File: config.mk
export PLATFORM = sky130hd
export DESIGN_NAME = mipi_csi_rx_packet
export DESIGN_NICKNAME = d
export VERILOG_FILES = /design/src/rtl/mipi_csi_pkg.sv /design/src/rtl/mipi_csi_crc16.sv /design/src/rtl/mipi_csi_rx_packet.sv
export SDC_FILE = /design/constraint.sdc
export NUM_CORES = 1
export LEC_CHECK = 0
export BUFFER_PORTS_ARGS = -buffer_cell sky130_fd_sc_hd__buf_4
export CORE_AREA = 3 3 92 94
export DETAILED_ROUTE_END_ITERATION = 10
export DIE_AREA = 0 0 95 97
export PLACE_DENSITY_LB_ADDON = 0.15
export REMOVE_ABC_BUFFERS = 1
export SLEW_MARGIN = 30
export SYNTH_ARGS = -nofsm -noshare
export SYNTH_HDL_FRONTEND = slang
export SYNTH_SLANG_ARGS = --single-unit
File: constraint.sdc
create_clock -name clk -period 3.6 [get_ports clk]
set_input_delay 0 -clock clk [delete_from_list [all_inputs] [get_ports clk]]
set_output_delay 0 -clock clk [all_outputs]
set_load 0.05 [all_outputs]
File: src/rtl/mipi_csi_pkg.sv
// mipi_csi_pkg: CSI-2 data-type codes, receiver state encoding and header ECC.
package mipi_csi_pkg;
  localparam logic [5:0] DT_FS   = 6'h00;
  localparam logic [5:0] DT_FE   = 6'h01;
  localparam logic [5:0] DT_LS   = 6'h02;
  localparam logic [5:0] DT_LE   = 6'h03;
  localparam logic [5:0] DT_LONG = 6'h10;
  localparam logic [3:0] ST_IDLE    = 4'd0;
  localparam logic [3:0] ST_HDR0    = 4'd1;
  localparam logic [3:0] ST_HDR1    = 4'd2;
  localparam logic [3:0] ST_HDR2    = 4'd3;
  localparam logic [3:0] ST_HDR3    = 4'd4;
  localparam logic [3:0] ST_PAYLOAD = 4'd5;
  localparam logic [3:0] ST_CRC0    = 4'd6;
  localparam logic [3:0] ST_CRC1    = 4'd7;
  localparam logic [3:0] ST_DRAIN   = 4'd8;
  // each mask selects the header bits {WC[15:0], DataID[7:0]} covered by one parity bit
  function automatic logic [5:0] csi_ecc(input logic [23:0] d);
    return {^(d & 24'hEFFC00), ^(d & 24'hDF03F0), ^(d & 24'hB8E38E),
            ^(d & 24'h749A6D), ^(d & 24'hF2555B), ^(d & 24'hF12CB7)};
  endfunction
endpackage

File: src/rtl/mipi_csi_crc16.sv
// mipi_csi_crc16: byte-wide CRC-16 (x^16+x^12+x^5+1, reflected, init 0xFFFF) for CSI-2 payloads.
module mipi_csi_crc16 (
  input  logic        clk,
  input  logic        resetb,
  input  logic        init,
  input  logic        en,
  input  logic [7:0]  data,
  output logic [15:0] crc
);
  function automatic logic [15:0] crc_byte(input logic [15:0] c, input logic [7:0] d);
    logic [15:0] r;
    r = c;
    for (int i = 0; i < 8; i++) r = (r >> 1) ^ ((r[0] ^ d[i]) ? 16'h8408 : 16'h0000);
    return r;
  endfunction
  always_ff @(posedge clk or negedge resetb)
    if (!resetb) crc <= 16'hFFFF;
    else crc <= init ? 16'hFFFF : en ? crc_byte(crc, data) : crc;
endmodule

File: src/rtl/mipi_csi_rx_packet.sv
// mipi_csi_rx_packet: CSI-2 byte-stream packet parser (sync, header ECC, payload, CRC).
// Payload CRC checking is built only when MIPI_CSI_CRC_CHECK_EN is defined.
module mipi_csi_rx_packet
  import mipi_csi_pkg::*;
#(
  parameter logic [7:0]  SYNC_BYTE = 8'hB8,
  parameter logic [15:0] MAX_WC    = 16'd8192
) (
  input  logic       clk,
  input  logic       resetb,
  input  logic       in_we,
  input  logic [7:0] in_data,
  output logic       frame_valid,
  output logic       line_valid,
  output logic       pix_we,
  output logic [7:0] pix_data,
  output logic [5:0] data_type,
  output logic [1:0] vc,
  output logic [3:0] err
);
  logic [3:0]  state;
  logic [7:0]  did;
  logic [15:0] wc;
  logic [15:0] rem;
  logic [2:0]  err_r;
  logic        crc_err;
  logic        ecc_ok;
  logic        is_short;
  logic        busy;
  always_comb begin
    ecc_ok   = csi_ecc({wc, did}) == in_data[5:0];
    is_short = did[5:0] < DT_LONG;
    busy     = state >= ST_HDR0 && state <= ST_CRC1;
  end
  assign err = {crc_err, err_r};
  always_ff @(posedge clk or negedge resetb)
    if (!resetb) begin
      state       <= ST_IDLE;
      did         <= '0;
      wc          <= '0;
      rem         <= '0;
      err_r       <= '0;
      frame_valid <= 1'b0;
      line_valid  <= 1'b0;
      pix_we      <= 1'b0;
      pix_data    <= '0;
      data_type   <= '0;
      vc          <= '0;
    end else begin
      err_r      <= '0;
      pix_we     <= 1'b0;
      line_valid <= 1'b0;
      // a burst ending before the packet completes is a truncated packet
      if (!in_we) begin
        err_r[2] <= busy;
        state    <= ST_IDLE;
      end else case (state)
        ST_IDLE:
          if (in_data == SYNC_BYTE) state <= ST_HDR0;
          else begin
            err_r[0] <= 1'b1;
            state    <= ST_DRAIN;
          end
        ST_HDR0: begin
          did   <= in_data;
          state <= ST_HDR1;
        end
        ST_HDR1: begin
          wc[7:0] <= in_data;
          state   <= ST_HDR2;
        end
        ST_HDR2: begin
          wc[15:8] <= in_data;
          state    <= ST_HDR3;
        end
        ST_HDR3: begin
          state <= ST_DRAIN;
          if (!ecc_ok) err_r[1] <= 1'b1;
          else begin
            data_type <= did[5:0];
            vc        <= did[7:6];
            if (is_short) frame_valid <= did[5:0] == DT_FS ? 1'b1 : did[5:0] == DT_FE ? 1'b0 : frame_valid;
            else if (wc > MAX_WC) err_r[2] <= 1'b1;
            else if (wc == 16'd0) state <= ST_CRC0;
            else begin
              rem   <= wc;
              state <= ST_PAYLOAD;
            end
          end
        end
        ST_PAYLOAD: begin
          pix_we     <= 1'b1;
          line_valid <= 1'b1;
          pix_data   <= in_data;
          rem        <= rem - 16'd1;
          if (rem == 16'd1) state <= ST_CRC0;
        end
        ST_CRC0: state <= ST_CRC1;
        ST_CRC1: state <= ST_DRAIN;
        default: state <= ST_DRAIN;
      endcase
    end
`ifdef MIPI_CSI_CRC_CHECK_EN
  logic [15:0] crc;
  logic [7:0]  crc_lo;
  mipi_csi_crc16 u_crc (
    .clk    (clk),
    .resetb (resetb),
    .init   (state == ST_IDLE),
    .en     (in_we && state == ST_PAYLOAD),
    .data   (in_data),
    .crc    (crc)
  );
  always_ff @(posedge clk or negedge resetb)
    if (!resetb) begin
      crc_lo  <= '0;
      crc_err <= 1'b0;
    end else begin
      crc_lo  <= (in_we && state == ST_CRC0) ? in_data : crc_lo;
      crc_err <= in_we && state == ST_CRC1 && {in_data, crc_lo} != crc;
    end
`else
  assign crc_err = 1'b0;
`endif
endmodule

=== Word-level counts from Yosys, hierarchy flattened ===
Cells that the tools add are included.

* $add $sub $neg: 1
* $lt $le $gt $ge: 4
* Eq/ne operators: 15
* Muxes and demuxes: 26
* Reductions and logical operators: 19

{| class="wikitable"
|+ Operator list
! operator !! number
|-
| parity 24 bit || 6
|-
| two-way mux 16 bit || 4
|-
| case mux 16 bit (2 select lines) || 1
|-
| case mux 4 bit (7 select lines) || 1
|-
| two-way mux 4 bit || 6
|-
| equality test 16 x 1 -> 1 bit (second input constant) || 1
|-
| greater-than comparator 16 x 14 -> 1 bit (second input constant) || 1
|-
| logical NOT 16 bit || 1
|-
| subtractor 16 x 1 -> 16 bit (second input constant) || 1
|-
| equality test 4 x 3 -> 1 bit (second input constant) || 3
|-
| two-way mux 1 bit || 11
|-
| equality test 4 x 2 -> 1 bit (second input constant) || 2
|-
| equality test 8 bit (second input constant) || 1
|-
| != test 2 bit (second input constant) || 4
|-
| AND reduction 2 bit || 4
|-
| equality test 6 x 1 -> 1 bit (second input constant) || 1
|-
| equality test 6 bit || 1
|-
| logical NOT 6 bit || 1
|-
| less-than comparator 6 x 5 -> 1 bit (second input constant) || 1
|-
| two-way mux 2 bit || 3
|-
| AND reduction 6 bit || 1
|-
| AND reduction 5 bit || 1
|-
| equality test 4 x 1 -> 1 bit (second input constant) || 1
|-
| >= comparator 4 x 1 -> 1 bit (second input constant) || 1
|-
| 6 further kinds || 7
|}

* Bits in registers: 65
* Input bits: 11
* Word-level logic and storage cells: 76

=== Depth between registers and ports, before layout ===
* Word-level depth: 7
* Gate-level depth with buffers: 11

=== Worst setup path before layout ===
No wires, ideal clock.

* Path kind: flip-flop to flip-flop
* From: reg wc[0]
* To: reg rem[3]
* Arrival: 2.456 ns
* Setup slack: 1.020 ns
* Stages on the path, launching flop included: 12
* Buffers on the path: 2
* Cell sequence: dfrtp_1 > inv_1 > ha_1 > xnor2_1 > xnor3_1 > nor3_1 > o211ai_1 > or3_1 > buf_2 > buf_6 > a221oi_2 > o21ai_1

* Cells in the longest elaborated chain, start to end: 4
* Elaborated cells on any way between the ends: 10
* Classes of those cells: 1 x order compare; 4 x eq/ne; 5 x reduce/logical

{| class="wikitable"
|+ RTL lines
! what !! line !! RTL
|-
| start: declaration || mipi_csi_rx_packet.sv:23 || <nowiki>logic [15:0] wc;</nowiki>
|-
| start signal: assignment || mipi_csi_rx_packet.sv:69 || <nowiki>wc[7:0] <= in_data;</nowiki>
|-
| parallel branches: the longest is 3 deep, another holds greater-than comparator 16 x 14 -> 1 bit || -- ||
|-
| AND reduction 6 bit (no source line) (*) || -- ||
|-
| end signal: assignment || mipi_csi_rx_packet.sv:86 || <nowiki>rem <= wc;</nowiki>
|-
| end signal: assignment || mipi_csi_rx_packet.sv:95 || <nowiki>rem <= rem - 16'd1;</nowiki>
|-
| end: declaration || mipi_csi_rx_packet.sv:24 || <nowiki>logic [15:0] rem;</nowiki>
|}

Mark *: on every way between the ends.
A chain may end at the register's enable or synchronous reset.

=== Worst setup path after layout ===
* From: reg wc[0]
* To: reg rem[7]

Same word-level chain as after synthesis.

==> flow_summary.json <==
{
  "yosysSeqAreaShare": 0.4230,
  "yosys_warnings": 0,
  "start_kind": "register",
  "vias": 3121,
  "grt_usage": 0.2257,
  "ant_nets": 0,
  "comb_power_share": 0.052,
  "period_share": 0.8415,
  "drtIter0Drc": 231,
  "dieArea_mm2": 0.009215,
  "power_switching_mw": 0.3421,
  "finalWirelength_mm": 9.701,
  "drc": 0,
  "status": "completed",
  "synth_edf_count": 0,
  "start_util": 0.4976,
  "cts.repair.resized": 0,
  "p_leak_nw": 2.018,
  "gp_congestion": 0.9020,
  "path_max_fanout": 14,
  "yosys.area.top_type": "dfrtp_1",
  "netlist.area_leader.share": 0.4230,
  "r2r-start": "wc[0]$_DFFE_PN0P_",
  "setup_ws_ps": 570.8,
  "ys_types": 47,
  "hold_path.class": "input pin to async pin",
  "final_max_slew_viol_count": 0,
  "worst_pin_slew_ps": 863.1,
  "clock-skew-final_ps": 8.099,
  "swShare": 0.2230,
  "nFillCells": 660,
  "powerDensity_mw_per_mm2": 342.6,
  "ios": 34,
  "cts_tree": "yes",
  "pre_cts_ws_ps": 617.8,
  "end_kind": "register",
  "cp.required_ps": 3820,
  "finalCriticalPeriod_ps": 3029,
  "numPortBuffers": 32,
  "rows": 32,
  "fin_nets": 463,
  "critical_path_class": "register to register",
  "ys_ff_latch": 65,
  "power.total_mw": 1.534,
  "core_area_mm2": 0.007727,
  "synthArstFlopShare": 1.000,
  "cts-buffers-inserted": 9,
  "cts_root_buf": "clkbuf_8",
  "clock_power_share": 0.469,
  "dr.pass1.iters": 5,
  "overflow": 0,
  "drive_above_1_share": 0.1900,
  "syn_avg_cell_area_um2": 9.612,
  "area_growth_pct": 16.47,
  "antenna_found_initial": 0,
  "internal_power_mw": 1.192,
  "ctsHtreeMaxLevel": 3,
  "grt_pass1_vias": 3076,
  "ys.flop_type": "dfrtp_1",
  "diodes": 0,
  "synth_area_mm2": 0.003845,
  "synth_area_leaders": "dfrtp_1 (42%), mux2_2 (7.3%), xnor2_1 (5.7%)",
  "dp_hpwl_mm": 6.592,
  "rsz0062_at_grt": "false",
  "max_freq_ghz": 0.3301,
  "cap_viol_max_count": 0,
  "die_y_um": 97,
  "avgViaCountPerCell": 5.737,
  "path_clk_slew_ps": 80,
  "slew_headroom": 0.4210,
  "startpoint": "wc[0]$_DFFE_PN0P_",
  "chipWidth_um": 95,
  "max-vdd-ir-drop_v": 0.0002266,
  "clock_path_buffers": 2,
  "grt_max_degree": 66,
  "wl_per_cell_um": 17.83,
  "setup_viol": 0,
  "cts_sinks": 65,
  "clock_latency_ps": 350,
  "setup-tns-final_ps": 0,
  "hold_violations": 0,
  "arrival_ps": 3250,
  "syn_inst": 400,
  "grt_pass1_wl_mm": 16.13,
  "p_seq_frac": 0.479
}
## kinds of logic (layout without fill, tap and decap cells)
kind of cell / count (synthesis) / count (layout) / synth area share
xor+xnor: 37 / 37 / 0.1093
other cells: 1 / 1 / 0.0009753
compound gates: 68 / 68 / 0.1188
buf+inv: 47 / 89 / 0.05076
simple gates: 141 / 141 / 0.1725
mux: 26 / 26 / 0.07582
flops: 65 / 65 / 0.4230
fa+ha+maj: 15 / 15 / 0.04881
## through the flow
step	instance area (um2)	cells	utilization	hold slack (ps)
finish	4478	544	0.5795	298.1
global route	4478	544	0.5795	350.1
CTS	4478	544	0.5795	333.8
detailed placement	4149	518	0.5369	169.1
global placement	4149	518	0.5369	161.7
floorplan	3751	380	-	-295.6
## cells in the mapped netlist, types with 4 or more instances
cell type  number
xnor3_1         7
nand2_1        53
clkbuf_1       12
dfrtp_1        65
nand4_1         4
xnor2_1        25
nand3_1        15
xor2_1          5
a221oi_1        5
mux2_2         25
inv_1          26
o21ai_0        23
ha_1           15
o211ai_1        6
nor2_1         20
or3_1           5
a21oi_1        11
nor3_1         24
o21ai_1         4
## sequential cells by signal (all words and copies together) (netlist names)
name / flops
data_type: 6
pix_data: 8
vc: 2
frame_valid: 1
pix_we: 1
rem: 16
wc: 16
err_r: 3
did: 8
state: 4
## critical path: stages (launching register included)
cell      delay (ps)
dfrtp_1          480
inv_1             70
ha_1             330
xnor2_1          190
xnor3_1          370
nor3_1           160
o211ai_1         190
or3_1            670
a221oi_1         330
o21ai_0          110
## area by class of cell
class | instances | area (um2) | share of cell area
Sequential cell | 65 | 1627 | 0.3632
Timing Repair Buffer | 46 | 370.4 | 0.08270
Multi-Input combinational cell | 288 | 2023 | 0.4518
Inverter | 27 | 101.3 | 0.02263
Clock buffer | 11 | 151.4 | 0.03381
Clock inverter | 5 | 77.57 | 0.01732
Tap cell | 102 | 127.6 | 0.02850
## placed cells by master, fill, tap and decap left out, types with 7 or more instances in the layout
| cell | count |
|---|---|
| nand3_1 | 15 |
| nand2_1 | 53 |
| xnor3_1 | 7 |
| dlygate4sd3_1 | 10 |
| a21oi_1 | 11 |
| nor3_1 | 24 |
| mux2_2 | 25 |
| inv_1 | 26 |
| buf_4 | 36 |
| clkbuf_8 | 11 |
| ha_1 | 15 |
| dfrtp_1 | 65 |
| xnor2_1 | 25 |
| nor2_1 | 20 |
| o21ai_0 | 23 |
## worst paths after layout
check	slack (ps)	to	cells after the start
worst min register to register	480	pix_data[7]$_DFFE_PN0P_	2
worst min-delay path	300	rem[8]$_DFFE_PN0P_	2
min in group clk	440	err_r[2]$_DFF_PN0_	3
max in group asynchronous	2770	vc[1]$_DFFE_PN0P_	2
worst max-delay path	570	rem[7]$_DFFE_PN0P_	9
worst max register to register	570	rem[7]$_DFFE_PN0P_	9
## power groups by stage
stage | logic, mW | clock network (mW) | registers, mW
floorplan | 0.0317 | 0 | 0.750
global placement | 0.0725 | 0 | 0.749
detailed placement | 0.0733 | 0 | 0.749
CTS | 0.0822 | 0.736 | 0.734
global route | 0.0888 | 0.769 | 0.735
finish | 0.0804 | 0.719 | 0.735
## metal layers
metal	vias up	global-route usage	share of wire
met1	1528	0.3297	0.47
met2	109	0.3373	0.47
met3	12	0.04821	0.050
met5	-	0	0
met4	0	0.06215	0.012
li1	1472	-	-
## repair_timing
item,CTS,global route
hold buffers,10,0
setup buffers,0,0
endpoints found under the hold margin,98,0
Note: power is estimated with default switching activity, not from simulation.
